[config.mk]
export PLATFORM = sky130hd
export DESIGN_NAME = key_event
export DESIGN_NICKNAME = d
export VERILOG_FILES = /design/src/rtl/key_event.sv
export SDC_FILE = /design/constraint.sdc
export NUM_CORES = 1
export LEC_CHECK = 0
export ABC_AREA = 1
export ABC_CLOCK_PERIOD_IN_PS = 1300
export CORE_MARGIN = 2
export CORE_UTILIZATION = 49
export DETAILED_ROUTE_END_ITERATION = 10
export PLACE_DENSITY = 0.73
export SLEW_MARGIN = 10
export SYNTH_ARGS = -nofsm -noshare
export SYNTH_HDL_FRONTEND = slang
export SYNTH_SLANG_ARGS = --single-unit
export TNS_END_PERCENT = 30
[constraint.sdc]
create_clock -name clk_i -period 1.3 [get_ports clk_i]
set_input_delay 0.26 -clock clk_i [delete_from_list [all_inputs] [get_ports clk_i]]
set_output_delay 0.26 -clock clk_i [all_outputs]
set_load 0.02 [all_outputs]
[src/rtl/key_event.sv]
// key_event: turns the debounced key level into PRESS/RELEASE/LONG/REPEAT events.
// Latency: one clk_i cycle from the sampling edge to evt_valid_o.
// Backpressure: single-entry output register; an event arriving while it is full is dropped and flags overrun_o.
module key_event #(
  parameter int LONG_TICKS   = 200,
  parameter int REPEAT_TICKS = 40,
  parameter int CNT_W        = 8
) (
  input  logic       clk_i,
  input  logic       rst_i,
  input  logic       pressed_i,
  output logic       evt_valid_o,
  output logic [1:0] evt_code_o,
  input  logic       evt_ready_i,
  output logic       held_o,
  output logic       overrun_o
);

  typedef enum logic [1:0] {
    ST_LOCK = 2'd0,
    ST_IDLE = 2'd1,
    ST_HELD = 2'd2,
    ST_RPT  = 2'd3
  } state_t;

  localparam logic [1:0] EVT_PRESS   = 2'b00;
  localparam logic [1:0] EVT_RELEASE = 2'b01;
  localparam logic [1:0] EVT_LONG    = 2'b10;
  localparam logic [1:0] EVT_REPEAT  = 2'b11;

  localparam logic [CNT_W-1:0] LONG_C   = CNT_W'(LONG_TICKS);
  localparam logic [CNT_W-1:0] REPEAT_C = CNT_W'(REPEAT_TICKS);
  localparam logic [CNT_W-1:0] CNT_ONE  = CNT_W'(1);

  state_t           state;
  state_t           state_nxt;
  logic [CNT_W-1:0] cnt;
  logic [CNT_W-1:0] cnt_nxt;
  logic             evt_new;
  logic [1:0]       evt_nxt;
  logic             evt_accept;

  assign evt_accept = evt_valid_o & evt_ready_i;
  assign held_o     = (state == ST_HELD) || (state == ST_RPT);

  // Next-state and event generation; the FSM never looks at backpressure.
  always_comb begin
    state_nxt = state;
    cnt_nxt   = cnt;
    evt_new   = 1'b0;
    evt_nxt   = EVT_PRESS;
    case (state)
      ST_LOCK: begin
        if (!pressed_i) state_nxt = ST_IDLE;
      end
      ST_IDLE: begin
        if (pressed_i) begin
          evt_new   = 1'b1;
          evt_nxt   = EVT_PRESS;
          state_nxt = ST_HELD;
          cnt_nxt   = CNT_ONE;
        end
      end
      ST_HELD: begin
        if (!pressed_i) begin
          evt_new   = 1'b1;
          evt_nxt   = EVT_RELEASE;
          state_nxt = ST_IDLE;
          cnt_nxt   = '0;
        end else if (cnt == LONG_C) begin
          evt_new   = 1'b1;
          evt_nxt   = EVT_LONG;
          state_nxt = ST_RPT;
          cnt_nxt   = CNT_ONE;
        end else begin
          cnt_nxt   = cnt + CNT_ONE;
        end
      end
      default: begin
        if (!pressed_i) begin
          evt_new   = 1'b1;
          evt_nxt   = EVT_RELEASE;
          state_nxt = ST_IDLE;
          cnt_nxt   = '0;
        end else if (cnt == REPEAT_C) begin
          evt_new   = 1'b1;
          evt_nxt   = EVT_REPEAT;
          cnt_nxt   = CNT_ONE;
        end else begin
          cnt_nxt   = cnt + CNT_ONE;
        end
      end
    endcase
  end

  always_ff @(posedge clk_i) begin
    if (rst_i) begin
      state       <= ST_LOCK;
      cnt         <= '0;
      evt_valid_o <= 1'b0;
      evt_code_o  <= EVT_PRESS;
      overrun_o   <= 1'b0;
    end else begin
      state <= state_nxt;
      cnt   <= cnt_nxt;
      if (evt_new) begin
        // A simultaneous accept frees the slot, giving a bubble-free handoff.
        if (!evt_valid_o || evt_accept) begin
          evt_code_o  <= evt_nxt;
          evt_valid_o <= 1'b1;
        end else begin
          overrun_o   <= 1'b1;
        end
      end else if (evt_accept) begin
        evt_valid_o <= 1'b0;
      end
    end
  end

endmodule

==> summary.md <==
| Metric | Value |
|---|---|
| I/O Buffers | 8 |
| Area grow syn2layout | 57.4% |
| H-tree levels | 1 |
| Post-synthesis xor/xnor area fraction | 0.00943 |
| Commonest non-fill, non-tap cells in the layout | 28 x buf_4, 21 x nand2_1, 15 x inv_1, 13 x nor2_1, 10 x dfxtp_1 |
| Period utilisation layout | 1.15 |
| Clock buffer depth | 2 |
| Yosys top cell area share | 0.302 |
| Crit path launch | cnt[6] |
| CTS clock-pin slew for the worst setup and hold paths | 80 ps |
| Slew margin rel. | 0.759 |
| Synth top area cells | dfxtp_1 30%, nand2_1 11%, inv_1 9.3%, ha_1 8.1%, nand3_1 7.5% |
| Via count | 1094 |
| Antenna Nets Post-Route | 0 |
| Overflow after GRT | 0 |
| Worst hold path type | reg -> reg |
| First-pass detailed-route iteration total | 4 |
| GRT Total Usage | 0.270 |
| RePlAce Congestion | 0.927 |
| Largest net degree at the start of global routing | 10 |
| Post-Synth Simple-Gate Area | 0.381 |
| Fin worst setup slack | -200 ps |
| #FFs+latches synth | 14 |
| Critical path required time | 1490 ps |
| Critical Path End Type | register |
| Final Slew Violations | 0 |
| # Max-Cap Violations | 0 |
| Vias in the first global route | 938 |
| Ys Warns | 0 |
| Synth Area in Adders | 0.0809 |
| Starting Density | 0.532 |
| Outcome | finished with violations |
| Post-layout net count | 186 |
| DRT Wirelength | 3190 um |
| Hold buffer count at cts | 0 |
| Diodes inserted | 0 |
| Fillcell total | 102 |
| Clock latency on the worst-skew pair | 280 ps |
| Core footprint | 0.00175 mm^2 |
| Failing checks | setup timing |
| Iteration-0 DRC Markers | 27 |
| Clk root buf | clkbuf_4 |
| First-pass GRT wire length | 4150 um |
| Net Count, Synth | 144 |
| Min-delay src | evt_code_o[1] |
| Clk_skew | 6.68 ps |
| Hold_ws | 508 ps |
| Mapped cell area | 928 um^2 |
| CTS tree | yes |
| Synth unique cells | 24 |
| I/O Pins | 9 |
| Clk sinks | 14 |
| LEAKAGE | 0.000718 uW |
| Commonest non-fill, non-tap cell in the layout | buf_4 |
| Max IR drop VDD | 1.64 mV |
| Chip Width | 47.5 um |
| RSZ-0062 raised after global routing | yes |
| Initial antenna violation count | 0 |
| DRC viols | 0 |
| DIE AREA | 0.00226 mm^2 |
| Post-Place Setup Slack | -374 ps |
| Synth Area in Compound Gates | 0.105 |
| Layout cells sized above 1 | 0.489 |
| CTS Buf Count | 3 |
| Fmax | 667 MHz |
| Largest family of logic cells by synthesized area | simple AND/OR/NAND/NOR gates |
| Critical Path Start Type | register |
| Mean Syn Cell Area | 6.93 um^2 |
| Synth area leader | dfxtp_1 |
| Row cnt | 15 |
| CP Data Arrival Time | 1690 ps |
| Gate Count Post-Synth | 134 |
| Via density | 5.50 |
| Detail Placement HPWL | 1690 um |
| Final setup violation count | 15 |
| Hold Fails Final Rpt | 0 |
| Least-Margin Pin Slew | 361 ps |
| CP Max Fanout | 4 |
| Die Ht | 47.5 um |
| Seq/Total Area, Yosys | 0.302 |
| WL/cell | 16.0 um |
| Reg2reg start | cnt[6] |
| CP Class | reg -> reg |
| Mux cell area share after synthesis | 0 |
| Layout Utilization | 0.837 |
| Min Tclk post-route | 1500 ps |
| PD cells | 2060 mW/mm^2 |
[sequential cells by signal, indices dropped and copies added, names as in the netlist]
signal / cells
overrun_o: 1
cnt: 8
state: 2
evt_valid_o: 1
evt_code_o: 2
[worst paths after layout]
check | to | slack [ps] | depth (start not counted)
worst min register to register | evt_code_o[1] | 510 | 2
worst max-delay path | cnt[2] | -200 | 9
worst max register to register | cnt[2] | -200 | 9
worst min-delay path | evt_code_o[1] | 510 | 2
[stage by stage]
stage	std cells	power, uW	instance area (um^2)	TNS (ps)
after floorplan	134	1420	931	-62.6
after global placement	192	2060	1230	-4100
after detailed placement	192	2110	1230	-4560
after CTS	195	2690	1370	-1110
after global routing	199	3160	1460	-2960
final	199	3010	1460	-2210
[final cells by class]
cell class / count / area (um^2) / share of cell area
Multi-Input combinational cell: 93 / 711 / 0.486
Inverter: 26 / 110 / 0.0753
Clock buffer: 3 / 22.5 / 0.0154
Sequential cell: 14 / 285 / 0.195
Timing Repair Buffer: 38 / 302 / 0.206
Tap cell: 25 / 31.3 / 0.0214
[what timing repair did]
action / in CTS / in global routing
endpoints found under the setup margin: 19 / 15
gates resized for setup: 47 / 15
pin swaps: 7 / 12
gates cloned: 0 / 0
buffers inserted: 0 / 4
[metal layers]
| layer | wire [um] | global-route usage | vias up |
|---|---|---|---|
| met4 | 131 | 0.0889 | 0 |
| met3 | 150 | 0.0566 | 20 |
| met1 | 1240 | 0.307 | 517 |
| met2 | 1660 | 0.497 | 47 |
| met5 | 0 | 0 | - |
| li1 | - | - | 510 |
[synth_stat cells (all sizes together)]
cell type	number
nand2	32
inv	25
nand3	17
nor2	17
dfxtp	14
a21oi	9
ha	6
o21ai	5
nand4	2
o21bai	2
a31o	1
buf	1
clkinv	1
nor3b	1
xor2	1
[worst max-delay path: stages, from the launching register on]
cell     delay [ps]
dfxtp_1         420
nand2_1         120
nor2_1          310
nand2_4         110
nand3_2         110
nand3_4         100
nand2_4         100
inv_2            50
nand3_1          60
inv_1            40
[cells by family (layout without fill, tap and decap cells)]
kind of cell | count (synthesis) | after routing
xor+xnor | 1 | 1
compound gates | 17 | 17
fa+ha+maj | 6 | 6
flops | 14 | 14
buf+inv | 27 | 67
simple gates | 69 | 69
[power breakdown]
group | total (uW) | switching, uW | internal [uW]
Clock | 249 | 141 | 108
Sequential | 636 | 86.3 | 550
Combinational | 2120 | 1160 | 959
Total | 3010 | 1390 | 1620
No activity file was read; power rests on OpenSTA's default activity.
